$ cat src/rtl/multi_filter_mac_engine_pkg.sv
// multi_filter_mac_engine_pkg: shared width derivations and beat flag struct for the MAC engine family
package multi_filter_mac_engine_pkg;

    function automatic int acc_width(input int if_w, input int filt_w, input int guard);
        return if_w + filt_w + guard;
    endfunction

    function automatic int sel_len(input int n);
        return $clog2(n);
    endfunction

    // control flags that travel with every operand beat
    typedef struct packed {
        logic first;
        logic last;
        logic use_ext_psum;
    } beat_flags_t;

endpackage

$ cat src/rtl/multi_filter_mac_engine_psum_bank.sv
// psum_bank: banked partial-sum register file, async read, sync write/clear, async active-low reset
module psum_bank #(
    parameter int NUM_FILT   = 4,
    parameter int PSUM_DEPTH = 4,
    parameter int WIDTH      = 20,
    localparam int DEPTH     = NUM_FILT * PSUM_DEPTH,
    localparam int AW        = $clog2(DEPTH)
) (
    input  logic             clk,
    input  logic             rst,
    input  logic             clr,
    input  logic             we,
    input  logic [AW-1:0]    waddr,
    input  logic [WIDTH-1:0] wdata,
    input  logic [AW-1:0]    raddr,
    output logic [WIDTH-1:0] rdata
);

    logic [WIDTH-1:0] mem_q [DEPTH];
    logic [WIDTH-1:0] mem_d [DEPTH];

    assign rdata = mem_q[raddr];

    // next-state of the bank: clear wins over a write
    always_comb begin
        mem_d = mem_q;
        if (clr) begin
            for (int i = 0; i < DEPTH; i++) mem_d[i] = '0;
        end else if (we) begin
            mem_d[waddr] = wdata;
        end
    end

    // storage with asynchronous clear of every entry
    always_ff @(posedge clk or negedge rst) begin
        if (!rst) begin
            for (int i = 0; i < DEPTH; i++) mem_q[i] <= '0;
        end else begin
            mem_q <= mem_d;
        end
    end

endmodule

$ cat src/rtl/multi_filter_mac_engine.sv
// multi_filter_mac_engine: 3-stage MAC pipeline into a banked psum scratchpad with a valid/ready result port
module multi_filter_mac_engine import multi_filter_mac_engine_pkg::*; #(
    parameter int  IF_WIDTH   = 8,
    parameter int  FILT_WIDTH = 8,
    parameter int  ACC_GUARD  = 4,
    parameter int  NUM_FILT   = 4,
    parameter int  PSUM_DEPTH = 4,
    parameter bit  SATURATE   = 1'b0,
    localparam int ACC_WIDTH  = acc_width(IF_WIDTH, FILT_WIDTH, ACC_GUARD),
    localparam int FSEL_LEN   = sel_len(NUM_FILT),
    localparam int PADDR_LEN  = sel_len(PSUM_DEPTH)
) (
    input  logic                  clk,
    input  logic                  rst,
    input  logic                  clr,
    input  logic                  in_valid,
    output logic                  in_ready,
    input  logic [IF_WIDTH-1:0]   if_data,
    input  logic [FILT_WIDTH-1:0] filt_data,
    input  logic [FSEL_LEN-1:0]   filt_sel,
    input  logic [PADDR_LEN-1:0]  psum_addr,
    input  logic                  first,
    input  logic                  last,
    input  logic                  use_ext_psum,
    input  logic [ACC_WIDTH-1:0]  ext_psum,
    output logic                  out_valid,
    input  logic                  out_ready,
    output logic [ACC_WIDTH-1:0]  out_data,
    output logic [FSEL_LEN-1:0]   out_filt_sel,
    output logic [PADDR_LEN-1:0]  out_psum_addr,
    output logic                  overflow,
    output logic                  busy
);

    localparam int PROD_WIDTH = IF_WIDTH + FILT_WIDTH;

    typedef struct packed {
        logic [FSEL_LEN-1:0]  filt_sel;
        logic [PADDR_LEN-1:0] psum_addr;
        beat_flags_t          flags;
    } beat_tag_t;

    logic                  advance, wr_en, load_out, carry;
    beat_tag_t             in_tag;
    logic [ACC_WIDTH-1:0]  base, res, wr_data, rd_data;
    logic [ACC_WIDTH:0]    sum;
    logic                  s1_valid_q, s1_valid_d, s2_valid_q, s2_valid_d, s3_valid_q, s3_valid_d;
    logic [IF_WIDTH-1:0]   s1_if_q, s1_if_d;
    logic [FILT_WIDTH-1:0] s1_filt_q, s1_filt_d;
    beat_tag_t             s1_tag_q, s1_tag_d, s2_tag_q, s2_tag_d, s3_tag_q, s3_tag_d;
    logic [ACC_WIDTH-1:0]  s1_ext_q, s1_ext_d, s2_ext_q, s2_ext_d, s3_ext_q, s3_ext_d;
    logic [ACC_WIDTH-1:0]  s2_prod_q, s2_prod_d, s3_prod_q, s3_prod_d;
    logic                  out_valid_q, out_valid_d, ovf_q, ovf_d;
    logic [ACC_WIDTH-1:0]  out_data_q, out_data_d;
    logic [FSEL_LEN-1:0]   out_fsel_q, out_fsel_d;
    logic [PADDR_LEN-1:0]  out_paddr_q, out_paddr_d;

    // the whole pipe stalls while a result waits downstream, even if S3 holds no last beat
    always_comb begin
        advance = !(out_valid_q && !out_ready) && !clr;
        in_tag.filt_sel = filt_sel;
        in_tag.psum_addr = psum_addr;
        in_tag.flags.first = first;
        in_tag.flags.last = last;
        in_tag.flags.use_ext_psum = use_ext_psum && first;
        s1_valid_d = clr ? 1'b0 : (advance ? in_valid : s1_valid_q);
        s2_valid_d = clr ? 1'b0 : (advance ? s1_valid_q : s2_valid_q);
        s3_valid_d = clr ? 1'b0 : (advance ? s2_valid_q : s3_valid_q);
        s1_if_d = advance ? if_data : s1_if_q;
        s1_filt_d = advance ? filt_data : s1_filt_q;
        s1_tag_d = advance ? in_tag : s1_tag_q;
        s1_ext_d = advance ? ext_psum : s1_ext_q;
        s2_prod_d = advance ? ACC_WIDTH'(PROD_WIDTH'(s1_if_q) * PROD_WIDTH'(s1_filt_q)) : s2_prod_q;
        s2_tag_d = advance ? s1_tag_q : s2_tag_q;
        s2_ext_d = advance ? s1_ext_q : s2_ext_q;
        s3_prod_d = advance ? s2_prod_q : s3_prod_q;
        s3_tag_d = advance ? s2_tag_q : s3_tag_q;
        s3_ext_d = advance ? s2_ext_q : s3_ext_q;
    end

    // S3 accumulate: read-modify-write of the entry; a last beat leaves the entry zeroed
    always_comb begin
        base = s3_tag_q.flags.first ? (s3_tag_q.flags.use_ext_psum ? s3_ext_q : '0) : rd_data;
        sum = {1'b0, base} + {1'b0, s3_prod_q};
        carry = sum[ACC_WIDTH];
        res = (carry && SATURATE) ? '1 : sum[ACC_WIDTH-1:0];
        wr_en = advance && s3_valid_q;
        wr_data = s3_tag_q.flags.last ? '0 : res;
        load_out = wr_en && s3_tag_q.flags.last;
        out_valid_d = clr ? 1'b0 : (load_out ? 1'b1 : (out_ready ? 1'b0 : out_valid_q));
        out_data_d = load_out ? res : out_data_q;
        out_fsel_d = load_out ? s3_tag_q.filt_sel : out_fsel_q;
        out_paddr_d = load_out ? s3_tag_q.psum_addr : out_paddr_q;
        ovf_d = clr ? 1'b0 : (ovf_q || (wr_en && carry));
    end

    // pipeline, output register and sticky overflow state
    always_ff @(posedge clk or negedge rst) begin
        if (!rst) begin
            s1_valid_q <= 1'b0;
            s2_valid_q <= 1'b0;
            s3_valid_q <= 1'b0;
            s1_if_q <= '0;
            s1_filt_q <= '0;
            s1_tag_q <= '0;
            s1_ext_q <= '0;
            s2_prod_q <= '0;
            s2_tag_q <= '0;
            s2_ext_q <= '0;
            s3_prod_q <= '0;
            s3_tag_q <= '0;
            s3_ext_q <= '0;
            out_valid_q <= 1'b0;
            out_data_q <= '0;
            out_fsel_q <= '0;
            out_paddr_q <= '0;
            ovf_q <= 1'b0;
        end else begin
            s1_valid_q <= s1_valid_d;
            s2_valid_q <= s2_valid_d;
            s3_valid_q <= s3_valid_d;
            s1_if_q <= s1_if_d;
            s1_filt_q <= s1_filt_d;
            s1_tag_q <= s1_tag_d;
            s1_ext_q <= s1_ext_d;
            s2_prod_q <= s2_prod_d;
            s2_tag_q <= s2_tag_d;
            s2_ext_q <= s2_ext_d;
            s3_prod_q <= s3_prod_d;
            s3_tag_q <= s3_tag_d;
            s3_ext_q <= s3_ext_d;
            out_valid_q <= out_valid_d;
            out_data_q <= out_data_d;
            out_fsel_q <= out_fsel_d;
            out_paddr_q <= out_paddr_d;
            ovf_q <= ovf_d;
        end
    end

    psum_bank #(
        .NUM_FILT  (NUM_FILT),
        .PSUM_DEPTH(PSUM_DEPTH),
        .WIDTH     (ACC_WIDTH)
    ) u_bank (
        .clk  (clk),
        .rst  (rst),
        .clr  (clr),
        .we   (wr_en),
        .waddr({s3_tag_q.filt_sel, s3_tag_q.psum_addr}),
        .wdata(wr_data),
        .raddr({s3_tag_q.filt_sel, s3_tag_q.psum_addr}),
        .rdata(rd_data)
    );

    assign in_ready = advance;
    assign out_valid = out_valid_q;
    assign out_data = out_data_q;
    assign out_filt_sel = out_fsel_q;
    assign out_psum_addr = out_paddr_q;
    assign overflow = ovf_q;
    assign busy = s1_valid_q || s2_valid_q || s3_valid_q || out_valid_q;

endmodule
$ cat config.mk
export PLATFORM = sky130hd
export DESIGN_NAME = multi_filter_mac_engine
export DESIGN_NICKNAME = d
export VERILOG_FILES = /design/src/rtl/multi_filter_mac_engine_pkg.sv /design/src/rtl/multi_filter_mac_engine_psum_bank.sv /design/src/rtl/multi_filter_mac_engine.sv
export SDC_FILE = /design/constraint.sdc
export NUM_CORES = 1
export LEC_CHECK = 0
export ABC_AREA = 1
export BUFFER_PORTS_ARGS = -buffer_cell sky130_fd_sc_hd__buf_2
export CAP_MARGIN = 20
export CORE_MARGIN = 2
export CORE_UTILIZATION = 40
export CTS_CLUSTER_DIAMETER = 40
export DETAILED_ROUTE_END_ITERATION = 8
export GPL_TIMING_DRIVEN = 0
export PLACE_DENSITY = 0.53
export SYNTH_ARGS = -nofsm -noshare
export SYNTH_HDL_FRONTEND = slang
export SYNTH_SLANG_ARGS = --single-unit
$ cat constraint.sdc
create_clock -name clk -period 5 [get_ports clk]
set_clock_uncertainty 0.1 [all_clocks]
set_input_delay 1.25 -clock clk [delete_from_list [all_inputs] [get_ports clk]]
set_output_delay 1.25 -clock clk [all_outputs]
set_load 0.03 [all_outputs]
# Word level (Yosys, flattened, before mapping)

Index checks and enable logic that the tools add are counted.

Input bits: 48
Output and inout bits: 28
Word-level logic and storage cells: 89
Register bits: 478

$mul: 1
Add/sub/neg operators: 1
Muxes and demuxes: 21
Reduce and logical (&&, ||, !) cells: 17
Bitwise operators: 1
$lt $le $gt $ge: 2

Operators with widths:

| cell                                                                         | count |
|---|---|
| 320-bit 2-to-1 mux                                                           | 2 |
| 320-bit bitwise mux                                                          | 1 |
| 20-bit 2-to-1 mux                                                            | 6 |
| 20-bit binary-select mux with 4-bit select                                   | 1 |
| 20-bit demux with 4-bit select                                               | 1 |
| 20-bit by 16-bit adder with 21-bit output                                    | 1 |
| 8-bit by 8-bit multiplier with 16-bit output                                 | 1 |
| 1-bit 2-to-1 mux                                                             | 10 |
| 1-bit logical AND                                                            | 7 |
| 5-bit >= comparator, second input constant                                   | 1 |
| 5-bit by 1-bit less-than comparator with 1-bit output, second input constant | 1 |
| 4-bit inverter with 5-bit output                                             | 1 |
| 1-bit logical OR                                                             | 4 |
| 2-bit nonzero test                                                           | 2 |
| 1-bit zero test                                                              | 3 |
| 3-bit nonzero test                                                           | 1 |

# Longest topological paths before layout

Gate-level depths: netlist of run 1.

Depth in word-level cells: 10
Gate-level depth with buffers: 24
Depth with buffers taken out: 21

# By module

From an unflattened synthesis of run 1, not the netlist that was laid out.

Cells, all modules: 3051
Area, all modules: 24538.5 sq um

Modules (own cells, without submodules):

| module                  | instances | cells each | area each (sq um) | seq. area each (sq um) |
|---|---|---|---|---|
| psum_bank               | 1         | 1819       | 15028.2           | 8007.7 |
| multi_filter_mac_engine | 1         | 1232       | 9510.4            | 3953.8 |

# Worst setup path after synthesis of run 1

Ideal clock, no wire load.

Path kind: flip-flop to flip-flop
From: register s1_if_q[5]
To: register s2_prod_q[13]
Period minus slack after synthesis: 4260 ps
Setup time: 130 ps
Setup slack: 740 ps
Required time: 4770 ps
Path buffers: 1
Arrival: 4030 ps
Cell stages (with the launch flop): 21
Path through: dfrtp_1 > clkbuf_1 > nand2_1 > fa_1 > fa_1 > inv_1 > fa_1 > inv_1 > fa_1 > inv_1 > ha_1 > nand2_1 > inv_1 > a21boi_0 > nor2_1 > o21ai_0 > nand2_1 > a21oi_1 > or2_2 > nand3_1 > o21ai_0

Longest elaborated chain between the ends: 1

RTL lines:

| what                                         | line                           | text |
|---|---|---|
| from (decl)                                  | multi_filter_mac_engine.sv:48  | `logic [IF_WIDTH-1:0] s1_if_q, s1_if_d;` |
| from (signal assigned)                       | multi_filter_mac_engine.sv:122 | `s1_if_q <= s1_if_d;` |
| 8-bit by 8-bit multiplier with 16-bit output | multi_filter_mac_engine.sv:73  | `s2_prod_d = advance ? ACC_WIDTH'(PROD_WIDTH'(s1_if_q) * PROD_WIDTH'(s1_filt_q)) : s2_prod_q;` |
| to (signal assigned)                         | multi_filter_mac_engine.sv:126 | `s2_prod_q <= s2_prod_d;` |
| to (decl)                                    | multi_filter_mac_engine.sv:52  | `logic [ACC_WIDTH-1:0] s2_prod_q, s2_prod_d, s3_prod_q, s3_prod_d;` |

Every way passes these cells.
A chain may end at the register's enable or synchronous reset.

# Worst setup path in the final report of run 1

From: register s3_tag_q[3] (netlist bit)
To: register u_bank.mem_q[28] (netlist bit)

Longest elaborated chain between the ends: 10
Elaborated cells between the ends (all ways): 15
Those cells by class: add/sub (1); order compare (2); mux (10); bitwise (1); reduce/logical (1)

RTL lines:

| what                                                     | line                                                                             | text |
|---|---|---|
| from (decl)                                              | multi_filter_mac_engine.sv:50                                                    | `beat_tag_t s1_tag_q, s1_tag_d, s2_tag_q, s2_tag_d, s3_tag_q, s3_tag_d;` |
| from (signal assigned)                                   | multi_filter_mac_engine.sv:130                                                   | `s3_tag_q <= s3_tag_d;` |
| 4-bit inverter with 5-bit output (implied by the code) * | multi_filter_mac_engine_psum_bank.sv:22, multi_filter_mac_engine_psum_bank.sv:30 |  |
| 20-bit binary-select mux with 4-bit select               | multi_filter_mac_engine_psum_bank.sv:22                                          | `assign rdata = mem_q[raddr];` |
| 20-bit 2-to-1 mux (implied by the code) (2 in a row)     | multi_filter_mac_engine_psum_bank.sv:22                                          |  |
| 20-bit 2-to-1 mux                                        | multi_filter_mac_engine.sv:83                                                    | `base = s3_tag_q.flags.first ? (s3_tag_q.flags.use_ext_psum ? s3_ext_q : '0) : rd_data;` |
| 20-bit by 16-bit adder with 21-bit output                | multi_filter_mac_engine.sv:84                                                    | `sum = {1'b0, base} + {1'b0, s3_prod_q};` |
| 20-bit 2-to-1 mux                                        | multi_filter_mac_engine.sv:88                                                    | `wr_data = s3_tag_q.flags.last ? '0 : res;` |
| 320-bit bitwise mux *                                    | multi_filter_mac_engine_psum_bank.sv:30                                          | `mem_d[waddr] = wdata;` |
| 320-bit 2-to-1 mux *                                     | multi_filter_mac_engine_psum_bank.sv:29                                          | `end else if (we) begin` |
| 320-bit 2-to-1 mux *                                     | multi_filter_mac_engine_psum_bank.sv:27                                          | `if (clr) begin` |
| to (signal assigned)                                     | multi_filter_mac_engine_psum_bank.sv:39                                          | `mem_q <= mem_d;` |
| to (decl)                                                | multi_filter_mac_engine_psum_bank.sv:19                                          | `logic [WIDTH-1:0] mem_q [DEPTH];` |

Every way passes the cells marked *; elsewhere a longest branch is shown, timed or not. The select of a mux whose other input is x is not followed.

==> results of run 1 <==
-- Yosys cell counts (all sizes together) (3+ instances only) --
cell type / n / area (um2)
o22ai: 315 / 1971
o21ai: 208 / 1041
nor3: 3 / 15.01
dfrtp: 478 / 11960
a22o: 12 / 105.1
buf: 64 / 332.8
ha: 52 / 650.6
clkbuf: 89 / 334.1
fa: 37 / 740.7
a22oi: 30 / 225.2
nor2: 70 / 395.4
or2: 4 / 25.02
xor2: 11 / 96.34
nand2: 722 / 2728
nand4: 34 / 212.7
nand3: 64 / 335.3
xnor2: 9 / 86.34
inv: 441 / 1655
a21oi: 46 / 234.0
-- worst min-delay path, stage by stage (launching register included) --
cell and delay [ns]:
dfrtp_1 0.34, nand2_1 0.05, nand2_1 0.05
-- registers in the layout, indices dropped and copies added (netlist names) --
register,flops
s1_if_q,8
s3_tag_q,7
s3_prod_q,16
s2_ext_q,20
out_filt_sel,2
s1_filt_q,8
s1_ext_q,20
out_valid,1
s1_tag_q,7
u_bank.mem_q,320
s2_valid_q,1
s3_valid_q,1
s2_prod_q,16
s2_tag_q,7
out_data,20
s1_valid_q,1
overflow,1
s3_ext_q,20
out_psum_addr,2
-- power groups by stage --
| stage | Sequential (mW) | Combinational (mW) | Clock, mW |
|---|---|---|---|
| 6_report | 4.26 | 2.08 | 5.64 |
| 3_5_place_dp | 4.30 | 2.06 | 0 |
| 2_1_floorplan | 4.33 | 1.26 | 0 |
| 5_1_grt | 4.29 | 2.33 | 5.92 |
| 4_1_cts | 4.23 | 2.10 | 5.73 |
| 3_3_place_gp | 4.30 | 2.03 | 0 |
-- cell type report --
class	count	share of cell area (%)
Inverter	443	6.003
Tap cell	765	3.456
Clock buffer	93	8.004
Multi-Input combinational cell	1630	32.66
Buffer	139	2.430
Sequential cell	478	43.19
Clock inverter	60	2.200
Timing Repair Buffer	89	2.051
-- metrics by stage --
stage          setup slack, ns    TNS [ns]
2_1_floorplan           0.7405           0
3_3_place_gp            -7.305    -3505.11
4_1_cts               0.003781           0
5_1_grt             -0.0009543  -0.0009543
3_5_place_dp           -0.9425      -67.80
6_report                0.1292           0
-- logic make-up (layout without fill, tap and decap cells) --
kind of cell               count (synthesis)  count (layout)  synth area share (%)
DFF                                      478             478                 51.47
xor gates and xnor gates                  20              20                0.7860
adders and majority gates                 89              89                 5.987
AOI/OAI and AO/OA                        620             620                 15.68
and+or+nand+nor                          900             901                 16.05
buffers and inverters                    596             824                 10.02
-- routing by layer --
metal | global-route usage (%) | vias to the layer above | routed length [um]
met2 | 40.00 | 610 | 34200
met5 | 0 | - | 0
li1 | - | 9172 | -
met1 | 32.86 | 9734 | 31460
met3 | 4.439 | 109 | 4650
met4 | 7.765 | 0 | 1770
-- how the worst min path moves through the flow --
stage	from	to	slack, ns	depth (start not counted)
global placement	out_data[4]	out_data[4]	0.35	2
global route	s2_prod_q[12]	s3_prod_q[12]	0.40	2
finish	s2_prod_q[12]	s3_prod_q[12]	0.37	2
CTS	s2_prod_q[12]	s3_prod_q[12]	0.37	2
floorplan	s1_ext_q[0]	s1_ext_q[0]	0.34	2
detailed placement	s1_tag_q[5]	s1_tag_q[5]	0.36	2
-- repair_timing --
item	CTS	global route
gates cloned	0	1
setup buffers	1	9
resized for setup	33	43
endpoints found under the setup margin	192	169
pin swaps	0	7
hold endpoints to repair	0	0
==> results.sh, run 1 <==
export IMPL_status="finished clean"
export IMPL_post_dp_hpwl_um=53170
export IMPL_antenna_found_initial=0
export IMPL_r2r_setup_slack_ns=0.13
export IMPL_setup_violations=0
export IMPL_layout_common_cells="nand2_1, dfrtp_1, inv_1"
export IMPL_p_int_mw=8.199
export IMPL_endpoint_kind="flip-flop"
export IMPL_hold_path_class="reg2reg"
export IMPL_required_ns=5.35
export IMPL_clock_path_buffers=3
export IMPL_maxSlewHeadroom_pct=42.32
export IMPL_critical_path_class="reg2reg"
export IMPL_start_util_pct=40.36
export IMPL_diodes=0
export IMPL_root_buffer="clkbuf_16"
export IMPL_core_rowCount=88
export IMPL_power_switching_mw=3.791
export IMPL_hold_violations=0
export IMPL_place_gp_congestion=0.8775
export IMPL_vias=19630
export IMPL_combPwrFrac_pct=17.4
export IMPL_final_util_pct=48.10
export IMPL_startpoint="s3_tag_q[3]"
export IMPL_p_seq_share_pct=35.6
export IMPL_worst_path_largest_cell_delay_ns=0.46
export IMPL_cts_made_buffers=82
export IMPL_final_cells=3697
export IMPL_vias_per_cell=5.308
export IMPL_r2r_start="s3_tag_q[3]"
export IMPL_grt_remaining_overflow=0
export IMPL_nNetsFinal=3000
export IMPL_ys_types=41
export IMPL_dieArea_um2=60050
export IMPL_nFillCells=5586
export IMPL_drt_pass1_iter_count=5
export IMPL_tightest_slew_ns=0.8652
export IMPL_p_clk_share_pct=47.1
export IMPL_seqCellArea_um2=11960
export IMPL_num_io_pins=76
export IMPL_critical_path_depth=20
export IMPL_cts_max_level=3
export IMPL_start_kind="flip-flop"
export IMPL_yosysWarningCount=0
export IMPL_ir_drop_v=0.0002525
export IMPL_cts_tree="built"
export IMPL_ys_async_sr_fraction_pct=100.0
export IMPL_dp_cells=3547
export IMPL_drc_errors=0
export IMPL_p_total_mw=11.99
export IMPL_holdBufCountCts=0
export IMPL_slew_viol_final=0
export IMPL_seq_area_frac_synth_pct=51.47
export IMPL_crit_path_top_delay_cell="dfrtp_2"
export IMPL_coreArea_um2=57590
export IMPL_die_w_um=245.0
export IMPL_grt_pass1_vias=19940
export IMPL_max_freq_ghz=0.2053
export IMPL_hold_ws_ns=0.3724
export IMPL_maxCapViolations=0
export IMPL_syn_nets=2840
export IMPL_crit_family="buffers and inverters"
export IMPL_drt_iter0_drc=1451
export IMPL_crit_end="u_bank.mem_q[28]"
export IMPL_reg2reg_depth=20
export IMPL_portBuffers=75
export IMPL_post_route_period_util_pct=97.42
export IMPL_min_period_ns=4.871
export IMPL_fin_area_um2=27700
export IMPL_clock_sinks=478
export IMPL_synth_edf_count=0
export IMPL_grt_pass1_wl_um=113600
export IMPL_synth_cells=2703
export IMPL_area_delta_synth_final_pct=19.18
export IMPL_grt_max_degree=124
export IMPL_reg2reg_to="u_bank.mem_q[28]"
export IMPL_synth_seq_cells=478
export IMPL_synth_area_per_cell_um2=8.598
export IMPL_syn_cell_area_um2=23240
export IMPL_synth_top_flop_cell="dfrtp_1"
export IMPL_multi_input_area_um2=9047
export IMPL_ant_nets=0
export IMPL_grt_usage_pct=24.43
export IMPL_dieHeight_um=245.0
export IMPL_path_max_fanout=10
export IMPL_path_clk_slew_ns=0.05
export IMPL_final_common_cell="nand2_1"
export IMPL_dpl_cell_area_um2=24690
export IMPL_drt_wl_total_um=72080
export IMPL_wl_per_cell_um=19.50
export IMPL_crit_chain="buf_4 > nor2_4 > inv_1 > buf_2 > clkbuf_4 > o22ai_1 > o21ai_1 > nand4_1 > a22o_1 > ha_1 > inv_1 > fa_1 > nand3b_1 > nand2_1 > a21oi_4 > o21ai_0 > xor2_1 > nand2_1 > clkbuf_1 > o22ai_1"
export IMPL_worst_path_buf_inv=6
export IMPL_swShare_pct=31.62
export IMPL_drive_gt1_share_pct=13.06
export IMPL_cellPowerDensity_nw_per_um2=432.8
export IMPL_clk_latency_ns=0.61
export IMPL_leakagePower_nw=13.46
export IMPL_crit_arrival_ns=5.22
Note: power is estimated with default switching activity, not from simulation.
==> run 2, diff against run 1 <==
CORE_MARGIN = not set   (was 2)
==> results.sh, run 2 (same netlist as run 1, synthesis figures left out) <==
export IMPL_dieArea_um2=59070
export IMPL_die_w_um=243.0
export IMPL_area_delta_synth_final_pct=19.59
export IMPL_leakagePower_nw=13.52
export IMPL_drt_pass1_iter_count=7
export IMPL_rsz0062_at_grt="no"
export IMPL_min_period_ns=4.820
export IMPL_vias_per_cell=5.279
export IMPL_grt_remaining_overflow=0
export IMPL_largest_register_ffs=320
export IMPL_grt_usage_pct=25.15
export IMPL_cts_tree="built"
export IMPL_cts_max_level=3
export IMPL_crit_path_top_delay_cell="dfrtp_1"
export IMPL_dieHeight_um=243.0
export IMPL_diodes=0
export IMPL_start_kind="flip-flop"
export IMPL_top_register="u_bank.mem_q"
export IMPL_vias=19460
export IMPL_required_ns=5.45
export IMPL_grt_pass1_vias=19910
export IMPL_antenna_found_initial=1
export IMPL_critical_path_class="reg2reg"
export IMPL_final_common_cell="nand2_1"
export IMPL_cellPowerDensity_nw_per_um2=440.5
export IMPL_drt_iter0_drc=1505
export IMPL_path_max_fanout=10
export IMPL_crit_chain="buf_4 > nor2_4 > inv_1 > buf_2 > clkbuf_4 > o22ai_1 > o21ai_1 > nand4_1 > a22o_1 > ha_1 > a21oi_1 > nand2_1 > a21oi_4 > inv_1 > a21oi_1 > o21ai_1 > xor2_4 > clkbuf_4 > nand3_1 > nand2_1"
export IMPL_max_freq_ghz=0.2075
export IMPL_wl_per_cell_um=19.68
export IMPL_start_util_pct=40.82
export IMPL_clock_path_buffers=3
export IMPL_cts_made_buffers=84
export IMPL_drt_wl_total_um=72540
export IMPL_coreArea_um2=56930
export IMPL_grt_pass1_wl_um=115100
export IMPL_drive_gt1_share_pct=12.94
export IMPL_clock_sinks=478
export IMPL_ant_nets=0
export IMPL_num_io_pins=76
export IMPL_slew_viol_final=0
export IMPL_hold_path_class="reg2reg"
export IMPL_hold_violations=0
export IMPL_p_total_mw=12.24
export IMPL_portBuffers=75
export IMPL_drc_errors=0
export IMPL_path_clk_slew_ns=0.05
export IMPL_worst_path_largest_cell_delay_ns=0.50
export IMPL_holdBufCountCts=0
export IMPL_ir_drop_v=0.0002354
export IMPL_layout_common_cells="nand2_1, dfrtp_1, inv_1"
export IMPL_maxCapViolations=0
export IMPL_final_cells=3686
export IMPL_status="finished clean"
export IMPL_nFillCells=5597
export IMPL_crit_arrival_ns=5.27
export IMPL_post_route_period_util_pct=96.40
export IMPL_place_gp_congestion=0.8882
export IMPL_clk_latency_ns=0.63
export IMPL_maxSlewHeadroom_pct=41.21
export IMPL_setup_violations=0
export IMPL_endpoint_kind="flip-flop"
export IMPL_nNetsFinal=3000
export IMPL_core_rowCount=87
export IMPL_dp_cells=3538
export IMPL_tightest_slew_ns=0.8818
export IMPL_post_dp_hpwl_um=53350
export IMPL_root_buffer="clkbuf_16"
export IMPL_grt_max_degree=108
-- run 2: cell types whose count changed in the layout (fill, tap and decap cells not counted), moves of 2 or more --
| cell | delta |
|---|---|
| clkinv_4 | -7 |
| bufinv_16 | +6 |
| clkbuf_2 | +6 |
| buf_4 | -4 |
| inv_6 | +4 |
| inv_8 | -4 |
| buf_2 | -3 |
| clkbuf_1 | +3 |
| buf_6 | +2 |
| clkbuf_8 | +2 |
| clkinvlp_4 | -2 |
| dfrtp_1 | +2 |
| dfrtp_2 | -2 |
-- run 2: repair_timing --
item,CTS,global route
resized for setup,34,49
buffers inserted,3,4
endpoints found under the setup margin,187,169
pin swaps,2,5
-- run 2: worst paths after layout --
kind                                           to    startpoint  depth (start not counted)  slack (ns)
max in group asynchronous       u_bank.mem_q[256]           rst                          4        2.39
worst min register to register       s3_ext_q[16]  s2_ext_q[16]                          2        0.36
min in group asynchronous       u_bank.mem_q[129]           rst                          1        0.59
worst max-delay path            u_bank.mem_q[132]   s3_tag_q[3]                         20        0.18
worst min-delay path                 s3_ext_q[16]  s2_ext_q[16]                          2        0.36
worst max register to register  u_bank.mem_q[132]   s3_tag_q[3]                         20        0.18
-- run 2: area by class of cell --
type                    count  area (um2)  area share, %
repair buffers             86       548.0          1.972
clock buffers              99        2260          8.130
clock inverters            54       661.9          2.381
plain buffers             141       689.4          2.481
flip-flops and latches    478       11960          43.04
well taps                 756       945.9          3.403
multi-input cells        1629        9064          32.61
inverters                 443        1663          5.983
-- run 2: metal layers --
metal  wire, um  global-route usage [%]  up-vias
met4       1305                   7.270        0
met5          0                       0        -
li1           -                       -     9178
met1      32280                   33.92     9634
met2      34700                   41.21      556
met3       4255                   4.644       90
-- run 2: metrics by stage --
step	TNS, ns	utilization [%]	hold WS [ns]	worst slack (ns)	instance area (um2)
6_report	0	48.82	0.3646	0.1800	27790
5_1_grt	0	48.82	0.3881	0.007066	27790
4_1_cts	0	48.64	0.3699	0.01622	27690
3_5_place_dp	-68.33	43.36	0.3577	-0.8636	24680
3_3_place_gp	-3531.70	43.14	0.3557	-7.349	24560
2_1_floorplan	0	-	0.3422	0.7405	23240
-- run 2: worst max-delay path: cells and delay by family (launching register included) --
| kind | cells | cell delay, ns |
|---|---|---|
| xor gates and xnor gates | 1 | 0.28 |
| DFF | 1 | 0.50 |
| and+or+nand+nor | 5 | 0.67 |
| AOI/OAI and AO/OA | 7 | 1.51 |
| buffers and inverters | 6 | 1.29 |
| adders and majority gates | 1 | 0.34 |
-- run 2: where the power goes --
part	switching, mW	internal [mW]
Clock	2.10	3.78
Combinational	1.47	0.623
Sequential	0.160	4.10
Total	3.74	8.51
==> run 3, diff against run 2 <==
CTS_BUF_LIST = sky130_fd_sc_hd__clkbuf_8   (was not set)
==> results.sh, run 3 (same netlist as run 1, synthesis figures left out) <==
export IMPL_status="finished clean"
export IMPL_layout_common_cells="nand2_1, dfrtp_1, inv_1"
export IMPL_path_max_fanout=10
export IMPL_clk_latency_ns=0.71
export IMPL_coreArea_um2=56930
export IMPL_start_util_pct=40.82
export IMPL_grt_remaining_overflow=0
export IMPL_clock_path_buffers=3
export IMPL_rsz0062_at_grt="no"
export IMPL_hold_path_class="reg2reg"
export IMPL_clock_sinks=478
export IMPL_pre_cts_slack_ns=-0.8636
export IMPL_setup_violations=0
export IMPL_antenna_found_initial=2
export IMPL_path_clk_slew_ns=0.06
export IMPL_cellPowerDensity_nw_per_um2=398.6
export IMPL_dp_cells=3538
export IMPL_portBuffers=75
export IMPL_ir_drop_v=0.0002921
export IMPL_cts_tree="built"
export IMPL_drt_iter0_drc=1457
export IMPL_max_freq_ghz=0.2079
export IMPL_multi_input_area_um2=9032
export IMPL_hold_ws_ns=0.3674
export IMPL_cts_made_buffers=96
export IMPL_root_buffer="clkbuf_8"
export IMPL_drt_wl_total_um=72150
export IMPL_holdBufCountCts=0
export IMPL_area_delta_synth_final_pct=16.13
export IMPL_drt_pass1_iter_count=5
export IMPL_final_cells=3708
export IMPL_ant_nets=0
export IMPL_num_io_pins=76
export IMPL_seqCellArea_um2=11960
export IMPL_hold_violations=0
export IMPL_place_gp_congestion=0.8882
export IMPL_grt_pass1_wl_um=114700
export IMPL_leakagePower_nw=13.29
export IMPL_vias_per_cell=5.211
export IMPL_tns_ns=0
export IMPL_nFillCells=5687
export IMPL_grt_usage_pct=25.06
export IMPL_required_ns=5.53
export IMPL_post_route_period_util_pct=96.22
export IMPL_fin_ws_ns=0.1892
export IMPL_largest_register_ffs=320
export IMPL_crit_arrival_ns=5.34
export IMPL_maxSlewHeadroom_pct=41.19
export IMPL_top_register="u_bank.mem_q"
export IMPL_vias=19320
export IMPL_min_period_ns=4.811
export IMPL_dieArea_um2=59070
export IMPL_wl_per_cell_um=19.46
export IMPL_core_rowCount=87
export IMPL_drc_errors=0
export IMPL_maxCapViolations=0
export IMPL_slew_viol_final=0
export IMPL_die_w_um=243.0
export IMPL_final_common_cell="nand2_1"
export IMPL_nNetsFinal=3013
export IMPL_dieHeight_um=243.0
export IMPL_start_kind="flip-flop"
export IMPL_critical_path_class="reg2reg"
export IMPL_endpoint_kind="flip-flop"
export IMPL_final_util_pct=47.41
export IMPL_cts_max_level=3
export IMPL_grt_pass1_vias=19970
export IMPL_post_dp_hpwl_um=53350
export IMPL_tightest_slew_ns=0.8821
export IMPL_grt_max_degree=108
export IMPL_drive_gt1_share_pct=12.81
[run 3: cell types whose count changed in the layout (fill, tap and decap cells not counted), sizes merged]
cell	previous run	this run
bufinv	10	9
diode	0	1
buf	143	148
clkinv	21	13
clkbuf	183	199
clkinvlp	12	5
inv	454	470
[run 3: final cells by class]
class	count	area share, %
clock inverter	54	1.910
tap	756	3.505
timing repair buffer	86	2.030
clock buffer	119	6.068
sequential	478	44.32
inverter	443	6.161
multi-input combinational	1629	33.46
antenna	1	0.009271
buffer	142	2.531
[run 3: power breakdown]
part	total, mW	switching [mW]	internal, mW
combinational	2.09	1.47	0.619
sequential	4.26	0.160	4.10
clock	4.41	1.79	2.63
[run 3: worst max-delay path: stages, from the launching register on]
cell,delay (ns)
dfrtp_1,0.43
buf_4,0.27
nor2_4,0.10
inv_2,0.06
buf_2,0.27
clkbuf_4,0.31
o22ai_1,0.09
o21ai_1,0.33
nand4_1,0.28
a22o_1,0.26
ha_1,0.19
inv_1,0.08
fa_1,0.22
nand3b_1,0.12
nand2_1,0.11
a21oi_4,0.23
inv_1,0.07
a21oi_1,0.21
o21ai_1,0.18
xor2_4,0.28
buf_2,0.31
nand3_1,0.12
nand2_1,0.09
[run 3: what timing repair did]
item | 4_1_cts | 5_1_grt
setup buffers | 3 | 4
endpoints found under the hold margin | 0 | 0
setup endpoints to repair | 192 | 166
gates resized for setup | 36 | 41
pin swaps | 2 | 5
[run 3: worst paths after layout]
| kind | start | end | slack, ns | cells past startpoint |
|---|---|---|---|---|
| min reg2reg | s1_tag_q[3] | s1_tag_q[3] | 0.37 | 2 |
| max | s3_tag_q[4] | u_bank.mem_q[132] | 0.19 | 22 |
| max reg2reg | s3_tag_q[4] | u_bank.mem_q[132] | 0.19 | 22 |
| min | s1_tag_q[3] | s1_tag_q[3] | 0.37 | 2 |
| min in group asynchronous | rst | u_bank.mem_q[129] | 0.50 | 1 |
| max in group asynchronous | rst | out_filt_sel[0] | 2.52 | 4 |
[run 3: layer usage]
layer  part of all wire, %  track usage, %
met1                    44           33.49
met2                    48           41.40
met3                   6.2           4.965
met4                   1.9           6.752
met5                     0               0
[run 3: stage by stage]
step | power [mW] | instance area, um2
after floorplan | 5.592 | 23240
after global placement | 6.337 | 24560
after detailed placement | 6.366 | 24680
after CTS | 10.86 | 26930
after global routing | 11.33 | 26990
final | 10.76 | 26990
